--- src/rtl/sort_stream_ctrl.sv ---
// sort_stream_ctrl: loads a batch into a systolic sort array, flushes it, then drains it as a descending stream
module sort_stream_ctrl #(
  parameter int WIDTH = 32,
  parameter int DEPTH = 8,
  localparam int CW = $clog2(DEPTH + 1)
) (
  input  logic             clk,
  input  logic             reset,
  input  logic             in_valid,
  output logic             in_ready,
  input  logic [WIDTH-1:0] in_data,
  input  logic             in_last,
  output logic             out_valid,
  input  logic             out_ready,
  output logic [WIDTH-1:0] out_data,
  output logic             out_last,
  output logic             sat_flag,
  output logic             busy,
  output logic             arr_mode,
  output logic             arr_shift_read,
  output logic [WIDTH-1:0] arr_xin,
  output logic [WIDTH-1:0] arr_zin,
  input  logic [WIDTH-1:0] arr_zout
);
  localparam logic [1:0] IDLE = 2'd0, LOAD = 2'd1, FLUSH = 2'd2, DRAIN = 2'd3;
  localparam logic [WIDTH-1:0] MAX = {WIDTH{1'b1}};
  localparam logic [WIDTH-1:0] MAX_M1 = {{(WIDTH-1){1'b1}}, 1'b0};
  localparam logic [CW-1:0] FULL = CW'(DEPTH);
  logic [1:0] state_q, state_d, occ_q, occ_d;
  logic [CW-1:0] cnt_q, cnt_d, pc_q, pc_d, ci_q, ci_d;
  logic [WIDTH:0] buf_q [2];
  logic [WIDTH:0] buf_d [2];
  logic in_ready_q, in_ready_d, sat_q, sat_d, mode_q, mode_d, shift_q, shift_d, cap_q, cap_d;
  logic [WIDTH-1:0] xin_q, xin_d;
  logic accept, pop, keep, wr_idx;
  always_comb begin
    accept = in_ready_q & in_valid;
    pop = (occ_q != 2'd0) & out_ready;
    keep = cap_q & (ci_q >= FULL - cnt_q);
    wr_idx = occ_q[1] | (occ_q[0] & ~pop);
    state_d = state_q;
    cnt_d = cnt_q;
    pc_d = pc_q;
    ci_d = ci_q;
    xin_d = MAX;
    mode_d = 1'b0;
    shift_d = 1'b0;
    cap_d = shift_q;
    sat_d = accept & (in_data == MAX);
    case (state_q)
      IDLE, LOAD: begin
        mode_d = accept | (state_q == LOAD);
        pc_d = '0;
        ci_d = '0;
        if (accept) begin
          xin_d = (in_data == MAX) ? MAX_M1 : in_data;
          cnt_d = cnt_q + CW'(1);
          state_d = (in_last || cnt_d == FULL) ? FLUSH : LOAD;
        end
      end
      FLUSH: begin
        mode_d = 1'b1;
        pc_d = (pc_q == FULL - CW'(1)) ? '0 : pc_q + CW'(1);
        state_d = (pc_q == FULL - CW'(1)) ? DRAIN : FLUSH;
      end
      default: begin
        // shifts in flight are counted as if every one will land in the buffer, so it can never overflow
        shift_d = (pc_q != FULL) && (3'(occ_q) + 3'(shift_q) + 3'(cap_q) < 3'd2);
        pc_d = pc_q + CW'(shift_d);
        ci_d = ci_q + CW'(cap_q);
        if (ci_q == FULL && occ_q == 2'd0) begin
          state_d = IDLE;
          cnt_d = '0;
        end
      end
    endcase
    buf_d = buf_q;
    if (pop) buf_d[0] = buf_q[1];
    if (keep) buf_d[wr_idx] = {ci_q == FULL - CW'(1), arr_zout};
    occ_d = occ_q + 2'(keep) - 2'(pop);
    in_ready_d = (state_d == IDLE) || (state_d == LOAD);
  end
  always_ff @(posedge clk) begin
    if (reset) begin
      state_q <= IDLE;
      occ_q <= '0;
      cnt_q <= '0;
      pc_q <= '0;
      ci_q <= '0;
      buf_q[0] <= '0;
      buf_q[1] <= '0;
      in_ready_q <= 1'b0;
      sat_q <= 1'b0;
      mode_q <= 1'b0;
      shift_q <= 1'b0;
      cap_q <= 1'b0;
      xin_q <= MAX;
    end else begin
      state_q <= state_d;
      occ_q <= occ_d;
      cnt_q <= cnt_d;
      pc_q <= pc_d;
      ci_q <= ci_d;
      buf_q <= buf_d;
      in_ready_q <= in_ready_d;
      sat_q <= sat_d;
      mode_q <= mode_d;
      shift_q <= shift_d;
      cap_q <= cap_d;
      xin_q <= xin_d;
    end
  end
  assign in_ready = in_ready_q;
  assign out_valid = occ_q != 2'd0;
  assign out_data = buf_q[0][WIDTH-1:0];
  assign out_last = buf_q[0][WIDTH];
  assign sat_flag = sat_q;
  assign busy = state_q != IDLE;
  assign arr_mode = mode_q;
  assign arr_shift_read = shift_q;
  assign arr_xin = xin_q;
  assign arr_zin = MAX;
endmodule

--- config.mk ---
export PLATFORM = sky130hd
export DESIGN_NAME = sort_stream_ctrl
export DESIGN_NICKNAME = d
export VERILOG_FILES = /design/src/rtl/sort_stream_ctrl.sv
export SDC_FILE = /design/constraint.sdc
export NUM_CORES = 1
export LEC_CHECK = 0
export CAP_MARGIN = 20
export CORE_UTILIZATION = 36
export DETAILED_ROUTE_END_ITERATION = 8
export PLACE_DENSITY = 0.7
export SLEW_MARGIN = 20
export SYNTH_ARGS = -nofsm -noshare
export SYNTH_HDL_FRONTEND = slang
export SYNTH_SLANG_ARGS = --single-unit
--- constraint.sdc ---
create_clock -name clk -period 2.5 [get_ports clk]
set_input_delay 0.375 -clock clk [delete_from_list [all_inputs] [get_ports clk]]
set_output_delay 0.375 -clock clk [all_outputs]
set_load 0.02 [all_outputs]
==> qor.csv, run 1 <==
stage,metric,value,unit
run_status,status,"complete, no violations",
timing,Final Hold Fails,0,
floorplan,I/O pin total,172,
finish,fin nets,766,
cts,CTS resizes,0,
setup_path,Crit Path Max Fanout,26,
finish,proportion of layout cells with a drive suffix above 1,11.96,%
synth,"Cell Area, Synth",5741,um^2
global_routing,number of global-route vias before repair,4250,
timing,Fin Hold WS,398.4,ps
routing,DR vias,4099,
synth,YS warnings,0,
pwr,PwrDens,657.0,nW/um^2
routing,Routed Antenna Nets,0,
timing,Setup-failing EPs final,0,
cts,"Reg clk slew, reported paths",50,ps
placed_design,hpwl dp,8.500,mm
setup_path,crit path capture type,flop,
finish,register area,2384,um^2
routing,DR DRC count,0,
floorplan,core area,15370,um^2
global_routing,initial antenna violation count,0,
timing,Max Fclk,427.5,MHz
finish,Layout area overhead,32.43,%
routing,Vias/cell,4.529,
timing,minimum clock period,2339,ps
cts,worst skew pair latency,400,ps
floorplan,Die Span Y,128.3,um
timing,Slew @ Worst Pin,621.7,ps
timing,RSZ-0062 raised after global routing,false,
routing,Routed WL,11.94,mm
placed_design,Port Buffers,139,
timing,Rel. slew slack,57.48,%
routing,detailed router's first-iteration violation count,126,
floorplan,full die area,16450,um^2
global_routing,largest net degree at the start of global routing,48,
hold_path,min-delay worst type,in2reg,
finish,Diodes inserted,0,
cts,root buffer cell,clkbuf_16,
synth,Post-synth EDFFs,0,
run,max cap viols,0,
cts,setup repair bufs after CTS,0,
pwr,Static Leak,0.003225,uW
setup_path,"Data arrival, critical path",2620,ps
global_routing,gr usage total,15.33,%
floorplan,Die Width,128.3,um
pwr,Peak supply drop,0.0004505,V
timing,final worst path period share,93.56,%
synth,Post-synth ARST share,0,%
timing,total negative slack,0,ps
cts,Clock Tree Buf Depth,2,
placed_design,gpl congestion,0.7408,
finish,"most common cell after layout, fill and taps aside",clkdlybuf4s50_1,
timing,max-slew violation count,0,
cts,# H-tree levels,4,
timing,Max Clock Skew,6.733,ps
cts,clk sinks,119,
cts,cts hold-fix bufs,0,
setup_path,CP required,2780,ps
routing,WL/cell,13.20,um
synth,cells after synthesis,573,
synth,sequential area share after synthesis,41.50,%
finish,FILL cells,1397,
floorplan,num rows,45,
synth,Synth cell types,49,
cts,CTS buffer count,17,
synth,Most used DFF post-synth,dfxtp_1,
setup_path,critical path type,reg2reg,
synth,Yosys reg bits,119,
finish,area of the multi-input gates,2801,um^2
cts,CTS tree,built,
synth,Syn Area/Cell,10.02,um^2
finish,most frequent cells in the layout,"138 x clkdlybuf4s50_1, 118 x dfxtp_1, 103 x mux2i_1",
routing,drt first pass iters,5,
setup_path,crit start category,flop,
global_routing,first-pass GRT wire length,19.69,mm
global_routing,grt ovf,0,
floorplan,initial core utilization,37.35,%
[worst max-delay path: stages, from the launching register on]
cell     delay [ps]
dfxtp_1         430
inv_1            80
ha_1            200
xor2_1          150
ha_1            280
o21a_1          150
o21ai_2          60
or3_2           510
buf_12          200
mux2i_1         130
[worst paths after layout]
kind | startpoint | endpoint | slack, ps | cells past startpoint
max | cnt_q[1] | flop | 160 | 9
min | reset | cnt_q[1] | 400 | 2
max reg2reg | cnt_q[1] | flop | 160 | 9
min reg2reg | flop | flop | 470 | 2
[synth_stat cells (2+ instances only)]
cell type	n	area, um^2
dfxtp_1	119	2382
mux2i_1	103	1031
nand2b_1	98	613.1
buf_4	65	488.0
or2_2	34	212.7
clkbuf_1	17	63.81
nor2_1	16	60.06
ha_1	15	187.7
inv_1	13	48.80
nand4_1	11	68.82
buf_6	8	90.09
nand2_1	7	26.28
a21oi_1	6	30.03
nor3_1	6	30.03
xor2_1	5	43.79
a31oi_1	4	25.02
a211oi_1	3	22.52
nand3_1	3	15.01
o21a_1	3	22.52
o21ai_0	3	15.01
xnor2_1	3	26.28
nand3b_1	2	15.01
nor4_1	2	12.51
or4_1	2	15.01
[where the power goes]
part	internal (uW)	switching, uW
Sequential	1930	23.4
Clock	1680	824
Combinational	263	279
[per-layer routing]
metal  GRT usage, %  vias up  share of wire, %
met5              0        -                 0
li1               -     2052                 -
met1          16.77     1940                42
met4          5.675        0               1.0
met3          5.092        8               5.1
met2          27.34       99                52
[area by class of cell]
class | count | share of cell area, %
multi-input combinational | 380 | 36.85
sequential | 119 | 31.35
timing repair buffer | 151 | 19.75
clock buffer | 21 | 5.925
tap | 211 | 3.473
clock inverter | 10 | 2.008
inverter | 13 | 0.6419
[metrics by stage]
step / setup WS [ps] / util [%] / power, uW / cell area (um^2) / std cells
floorplan: 297.8 / - / 2353 / 5857 / 604
global placement: 199.1 / 45.53 / 2524 / 6998 / 874
detailed placement: 104.3 / 45.53 / 2534 / 6998 / 874
CTS: 89.51 / 49.45 / 5070 / 7601 / 905
global route: 1.040 / 49.46 / 5200 / 7602 / 905
finish: 160.9 / 49.46 / 4995 / 7602 / 905
[kinds of logic (layout without fill, tap and decap cells)]
kind of cell,count (synthesis),in the layout,synth area share [%]
buffers and inverters,105,195,12.18
other,1,32,0.06533
adder cells (fa/ha/maj),15,15,3.269
multiplexers,103,103,17.96
flip-flops,119,119,41.50
XOR/XNOR,8,8,1.221
AND/OR/NAND/NOR,192,192,20.27
AO/OA/AOI/OAI,30,30,3.531
Power figures use the tool's default switching activity.
==> run 2: changes to the inputs <==
- CORE_UTILIZATION: 36 -> 46
- PLACE_DENSITY: 0.7 -> 0.84
==> run 2 against run 1 <==
Effect of this change:
- first-iteration DRC count is 97% higher
- power is 3.7% lower
- global-route usage is 4.1 points higher
- largest cell class unchanged
- highest routed layer unchanged
==> qor.csv, run 2 (synthesis gave the netlist of run 1 again) <==
stage,metric,value,unit,change
cts,# H-tree levels,4,,unchanged
routing,DR DRC count,0,,unchanged
cts,clk sinks,119,,unchanged
finish,Post-Route Utilization,62.00,%,+13 points
placed_design,Port Buffers,139,,unchanged
timing,Max Clock Skew,9.028,ps,+2.295 ps
cts,cts hold-fix bufs,0,,unchanged
routing,DR vias,4113,,+0.34%
floorplan,core area,12110,um^2,-21%
timing,Slew @ Worst Pin,576.1,ps,-45.61 ps
floorplan,num rows,40,,-11%
finish,Layout area overhead,30.82,%,
run_status,status,"complete, no violations",,
pwr,Static Leak,0.003195,uW,-0.94%
routing,Routed Antenna Nets,0,,unchanged
timing,Rel. slew slack,60.60,%,+3.1 points
global_routing,grt ovf,0,,unchanged
timing,Setup-failing EPs final,0,,unchanged
pwr,Flop pwr share,40.7,%,+1.6 points
floorplan,initial core utilization,47.40,%,+10 points
timing,minimum clock period,2312,ps,-27.49 ps
cts,CTS resizes,0,,unchanged
global_routing,largest net degree at the start of global routing,113,,+140%
timing,max-slew violation count,0,,unchanged
routing,Vias/cell,4.788,,+5.7%
pwr,Clock power frac,48.2,%,-1.9 points
timing,RSZ-0062 raised after global routing,false,,
setup_path,critical path type,reg2reg,,
routing,detailed router's first-iteration violation count,248,,+97%
pwr,switching pwr,1123,uW,-0.29%
timing,final worst path period share,92.46,%,-1.1 points
cts,setup repair bufs after CTS,0,,unchanged
finish,most frequent cells in the layout,"138 x clkdlybuf4s50_1, 118 x dfxtp_1, 103 x mux2i_1",,
floorplan,I/O pin total,172,,unchanged
global_routing,gr usage total,19.41,%,+4.1 points
cts,root buffer cell,clkbuf_16,,
timing,Max Fclk,432.6,MHz,+1.2%
routing,drt first pass iters,6,,+1
setup_path,crit start category,flop,,
cts,Clock Tree Buf Depth,2,,unchanged
finish,"most common cell after layout, fill and taps aside",clkdlybuf4s50_1,,
routing,Routed WL,12.01,mm,+0.59%
floorplan,Die Span Y,113.7,um,-11%
global_routing,number of global-route vias before repair,4166,,-2.0%
placed_design,hpwl dp,8.357,mm,-1.7%
cts,CTS buffer count,17,,unchanged
pwr,switch share,23.36,%,+0.80 points
placed_design,gpl congestion,0.7499,,+1.2%
hold_path,min-delay worst type,in2reg,,
timing,total negative slack,0,ps,unchanged
finish,proportion of layout cells with a drive suffix above 1,11.72,%,-0.24 points
setup_path,crit path capture type,flop,,
finish,FILL cells,998,,-29%
routing,WL/cell,13.98,um,+6.0%
global_routing,first-pass GRT wire length,19.63,mm,-0.31%
pwr,Comb power frac,11.2,%,+0.4 points
floorplan,full die area,12930,um^2,-21%
setup_path,Crit Path Max Fanout,26,,unchanged
setup_path,"Data arrival, critical path",2650,ps,+30 ps
pwr,Peak supply drop,0.0004642,V,+3.0%
cts,"Reg clk slew, reported paths",50,ps,about the same
finish,Diodes inserted,0,,unchanged
pwr,PwrDens,640.3,nW/um^2,-2.5%
timing,Final Hold Fails,0,,unchanged
pwr,Int Power,3686,uW,-4.7%
cts,worst skew pair latency,410,ps,about the same
setup_path,CP required,2830,ps,+50 ps
global_routing,initial antenna violation count,0,,unchanged
run,max cap viols,0,,unchanged
cts,CTS tree,built,,
finish,fin nets,764,,-0.26%
floorplan,Die Width,113.7,um,-11%
## run 2: power by group through the flow
stage / combinational [uW] / clock (uW) / sequential, uW
5_1_grt: 577 / 2440 / 1960
2_1_floorplan: 348 / 0 / 2010
3_5_place_dp: 533 / 0 / 1990
4_1_cts: 537 / 2350 / 1950
3_3_place_gp: 524 / 0 / 1990
6_report: 538 / 2320 / 1950
## run 2: per-stage QoR
step           area (um^2)  std cells  setup WS [ps]  hold WS [ps]  total power [uW]
2_1_floorplan         5857        604          297.8         448.1              2353
3_3_place_gp          6940        829          275.5         457.7              2515
3_5_place_dp          6940        829          153.5         469.5              2526
4_1_cts               7503        859          117.0         470.2              4846
5_1_grt               7510        859          41.61         478.0              4976
6_report              7510        859          188.4         457.9              4809
## run 2: metal layers
layer | global-route usage (%) | up-vias | routed length [um] | share of wire [%]
met3 | 5.792 | 10 | 658 | 5.5
met5 | 0 | - | 0 | 0
met1 | 22.18 | 1946 | 5172 | 43
met2 | 34.15 | 121 | 6068 | 51
met4 | 7.193 | 0 | 114 | 0.95
li1 | - | 2036 | - | -
## run 2: final timing paths
kind	from	end	slack [ps]	depth (start not counted)
worst min-delay path	reset	cap_q	460	3
worst max-delay path	cnt_q[1]	flop	190	9
worst max register to register	cnt_q[1]	flop	190	9
worst min register to register	flop	flop	480	2
## run 2: cell type report
| type | instances | area [um^2] | area share (%) |
|---|---|---|---|
| multi-input combinational | 380 | 2805 | 37.35 |
| timing repair buffer | 149 | 1499 | 19.96 |
| clock inverter | 9 | 102.6 | 1.366 |
| tap | 168 | 210.2 | 2.799 |
| inverter | 13 | 48.80 | 0.6498 |
| clock buffer | 21 | 460.4 | 6.131 |
| sequential | 119 | 2384 | 31.74 |
## run 2: worst max-delay path, cell delays in order, from the launching register on
cell     delay (ps)
dfxtp_1         430
inv_1            80
ha_1            200
xor2_1          140
ha_1            290
o21a_1          210
o21ai_2         220
or3_1           200
buf_12          230
mux2i_1         230
==> run 3: changes to the inputs <==
- CORE_ASPECT_RATIO: not set -> 0.7
==> run 3 against run 2 <==
Effect of this change:
- worst hold slack got worse by 1.9 ps
- power increased by 3.6%
- first-iteration DRC count decreased by 22%
- sequential share of layout area decreased by 0.14 points
- global-route usage decreased by 0.55 points
- critical path depth unchanged
- count of clock-buffer cells in the layout decreased by 3
- sequential power about the same
- clock power increased by 7%
==> qor.csv, run 3 (synthesis gave the netlist of run 1 again) <==
stage,metric,value,unit,change
floorplan,Die Width,135.5,um,+19%
placed_design,Port Buffers,139,,unchanged
cts,CTS tree,built,,
finish,Diodes inserted,0,,unchanged
setup_path,"Data arrival, critical path",2630,ps,-20 ps
global_routing,gr usage total,18.86,%,-0.55 points
floorplan,initial core utilization,48.11,%,+0.71 points
cts,setup repair bufs after CTS,0,,unchanged
routing,DR vias,4126,,+0.32%
cts,"Reg clk slew, reported paths",60,ps,about the same
pwr,Comb power frac,10.9,%,-0.3 points
global_routing,initial antenna violation count,0,,unchanged
cts,CTS buffer count,17,,unchanged
routing,DR DRC count,0,,unchanged
global_routing,largest net degree at the start of global routing,59,,-48%
global_routing,first-pass GRT wire length,18.89,mm,-3.8%
pwr,Peak supply drop,0.0004775,V,+2.9%
placed_design,gpl congestion,0.7706,,+2.8%
setup_path,crit start category,flop,,
floorplan,I/O pin total,172,,unchanged
timing,Max Fclk,426.0,MHz,-1.5%
setup_path,CP required,2780,ps,-50 ps
finish,Layout area overhead,31.39,%,
routing,drt first pass iters,4,,-2
timing,max-slew violation count,0,,unchanged
placed_design,hpwl dp,8.659,mm,+3.6%
timing,Rel. slew slack,58.06,%,-2.5 points
setup_path,r2r setup slk,150,ps,-40 ps
finish,"most common cell after layout, fill and taps aside",clkdlybuf4s50_1,,
pwr,Design Power,4983,uW,+3.6%
pwr,switching pwr,1219,uW,+8.5%
setup_path,critical path type,reg2reg,,
run,max cap viols,0,,unchanged
cts,worst skew pair latency,410,ps,about the same
floorplan,core area,11930,um^2,-1.5%
floorplan,full die area,12940,um^2,about the same
finish,proportion of layout cells with a drive suffix above 1,11.99,%,+0.27 points
setup_path,Crit Path Max Fanout,26,,unchanged
pwr,switch share,24.46,%,+1.1 points
routing,Vias/cell,4.860,,+1.5%
run_status,status,"complete, no violations",,
cts,# H-tree levels,4,,unchanged
timing,Max Clock Skew,11.24,ps,+2.214 ps
pwr,Static Leak,0.003221,uW,+0.81%
setup_path,crit path capture type,flop,,
hold_path,min-delay worst type,in2reg,,
cts,Clock Tree Buf Depth,2,,unchanged
pwr,Flop pwr share,39.2,%,-1.5 points
routing,WL/cell,14.56,um,+4.1%
pwr,Clock power frac,49.9,%,+1.7 points
routing,Routed WL,12.36,mm,+2.9%
timing,final worst path period share,93.90,%,+1.4 points
finish,fin nets,763,,-0.13%
pwr,Int Power,3764,uW,+2.1%
routing,Routed Antenna Nets,0,,unchanged
timing,minimum clock period,2348,ps,+36.02 ps
global_routing,grt ovf,0,,unchanged
timing,Setup-failing EPs final,0,,unchanged
cts,clk sinks,119,,unchanged
timing,Slew @ Worst Pin,613.2,ps,+37.12 ps
pwr,PwrDens,660.7,nW/um^2,+3.2%
timing,Final Hold Fails,0,,unchanged
floorplan,Die Span Y,95.47,um,-16%
routing,detailed router's first-iteration violation count,194,,-22%
finish,most frequent cells in the layout,"138 x clkdlybuf4s50_1, 118 x dfxtp_1, 103 x mux2i_1",,
global_routing,number of global-route vias before repair,4003,,-3.9%
cts,root buffer cell,clkbuf_16,,
timing,total negative slack,0,ps,unchanged
floorplan,num rows,33,,-18%
timing,RSZ-0062 raised after global routing,false,,
run 3: power groups by stage:
| stage | combinational, uW | clock, uW | sequential [uW] |
|---|---|---|---|
| global placement | 522 | 0 | 1990 |
| global route | 583 | 2610 | 1960 |
| floorplan | 348 | 0 | 2010 |
| CTS | 539 | 2530 | 1950 |
| detailed placement | 535 | 0 | 1990 |
| finish | 545 | 2490 | 1950 |
run 3: area by class of cell:
cell class	instances	area, um^2
fill	919	4390
multi-input combinational	380	2819
sequential	119	2384
timing repair buffer	148	1491
clock buffer	18	429.2
tap	157	196.4
clock inverter	14	173.9
inverter	13	48.80
run 3: worst max-delay path, stage by stage (launching register included):
cell and delay [ps]:
dfxtp_2 390, inv_1 100, ha_1 210, xor2_1 140, ha_1 280, o21a_1 180, o21ai_4 90, or3_1 450
buf_12 210, mux2i_1 140
run 3: path summary, 6_finish.rpt:
kind,from,end,cells after the start
worst max-delay path,cnt_q[0],flop,9
worst min-delay path,reset,cnt_q[1],2
worst max register to register,cnt_q[0],flop,9
worst min register to register,flop,flop,2
run 3: timing repair:
item	CTS	global route
resized for setup	0	6
setup endpoints to repair	0	55
hold buffers	0	0
run 3: layer usage:
metal  vias to the layer above  wire (um)  GRT usage [%]
met2                       137       6020          32.78
li1                       2048          -              -
met3                        18        728          5.051
met4                         0        164          7.865
met5                         -          0              0
met1                      1923       5449          22.08
run 3: per-stage QoR:
stage | setup slack [ps] | hold slack (ps) | std cells | cell area, um^2 | utilization (%)
3_5_place_dp | 71.45 | 465.2 | 817 | 6918 | 57.97
3_3_place_gp | 230.9 | 458.5 | 817 | 6918 | 57.97
6_report | 152.4 | 456.0 | 849 | 7542 | 63.21
4_1_cts | 59.99 | 445.5 | 849 | 7521 | 63.03
2_1_floorplan | 297.8 | 448.1 | 604 | 5857 | -
5_1_grt | 76.50 | 489.6 | 849 | 7542 | 63.21
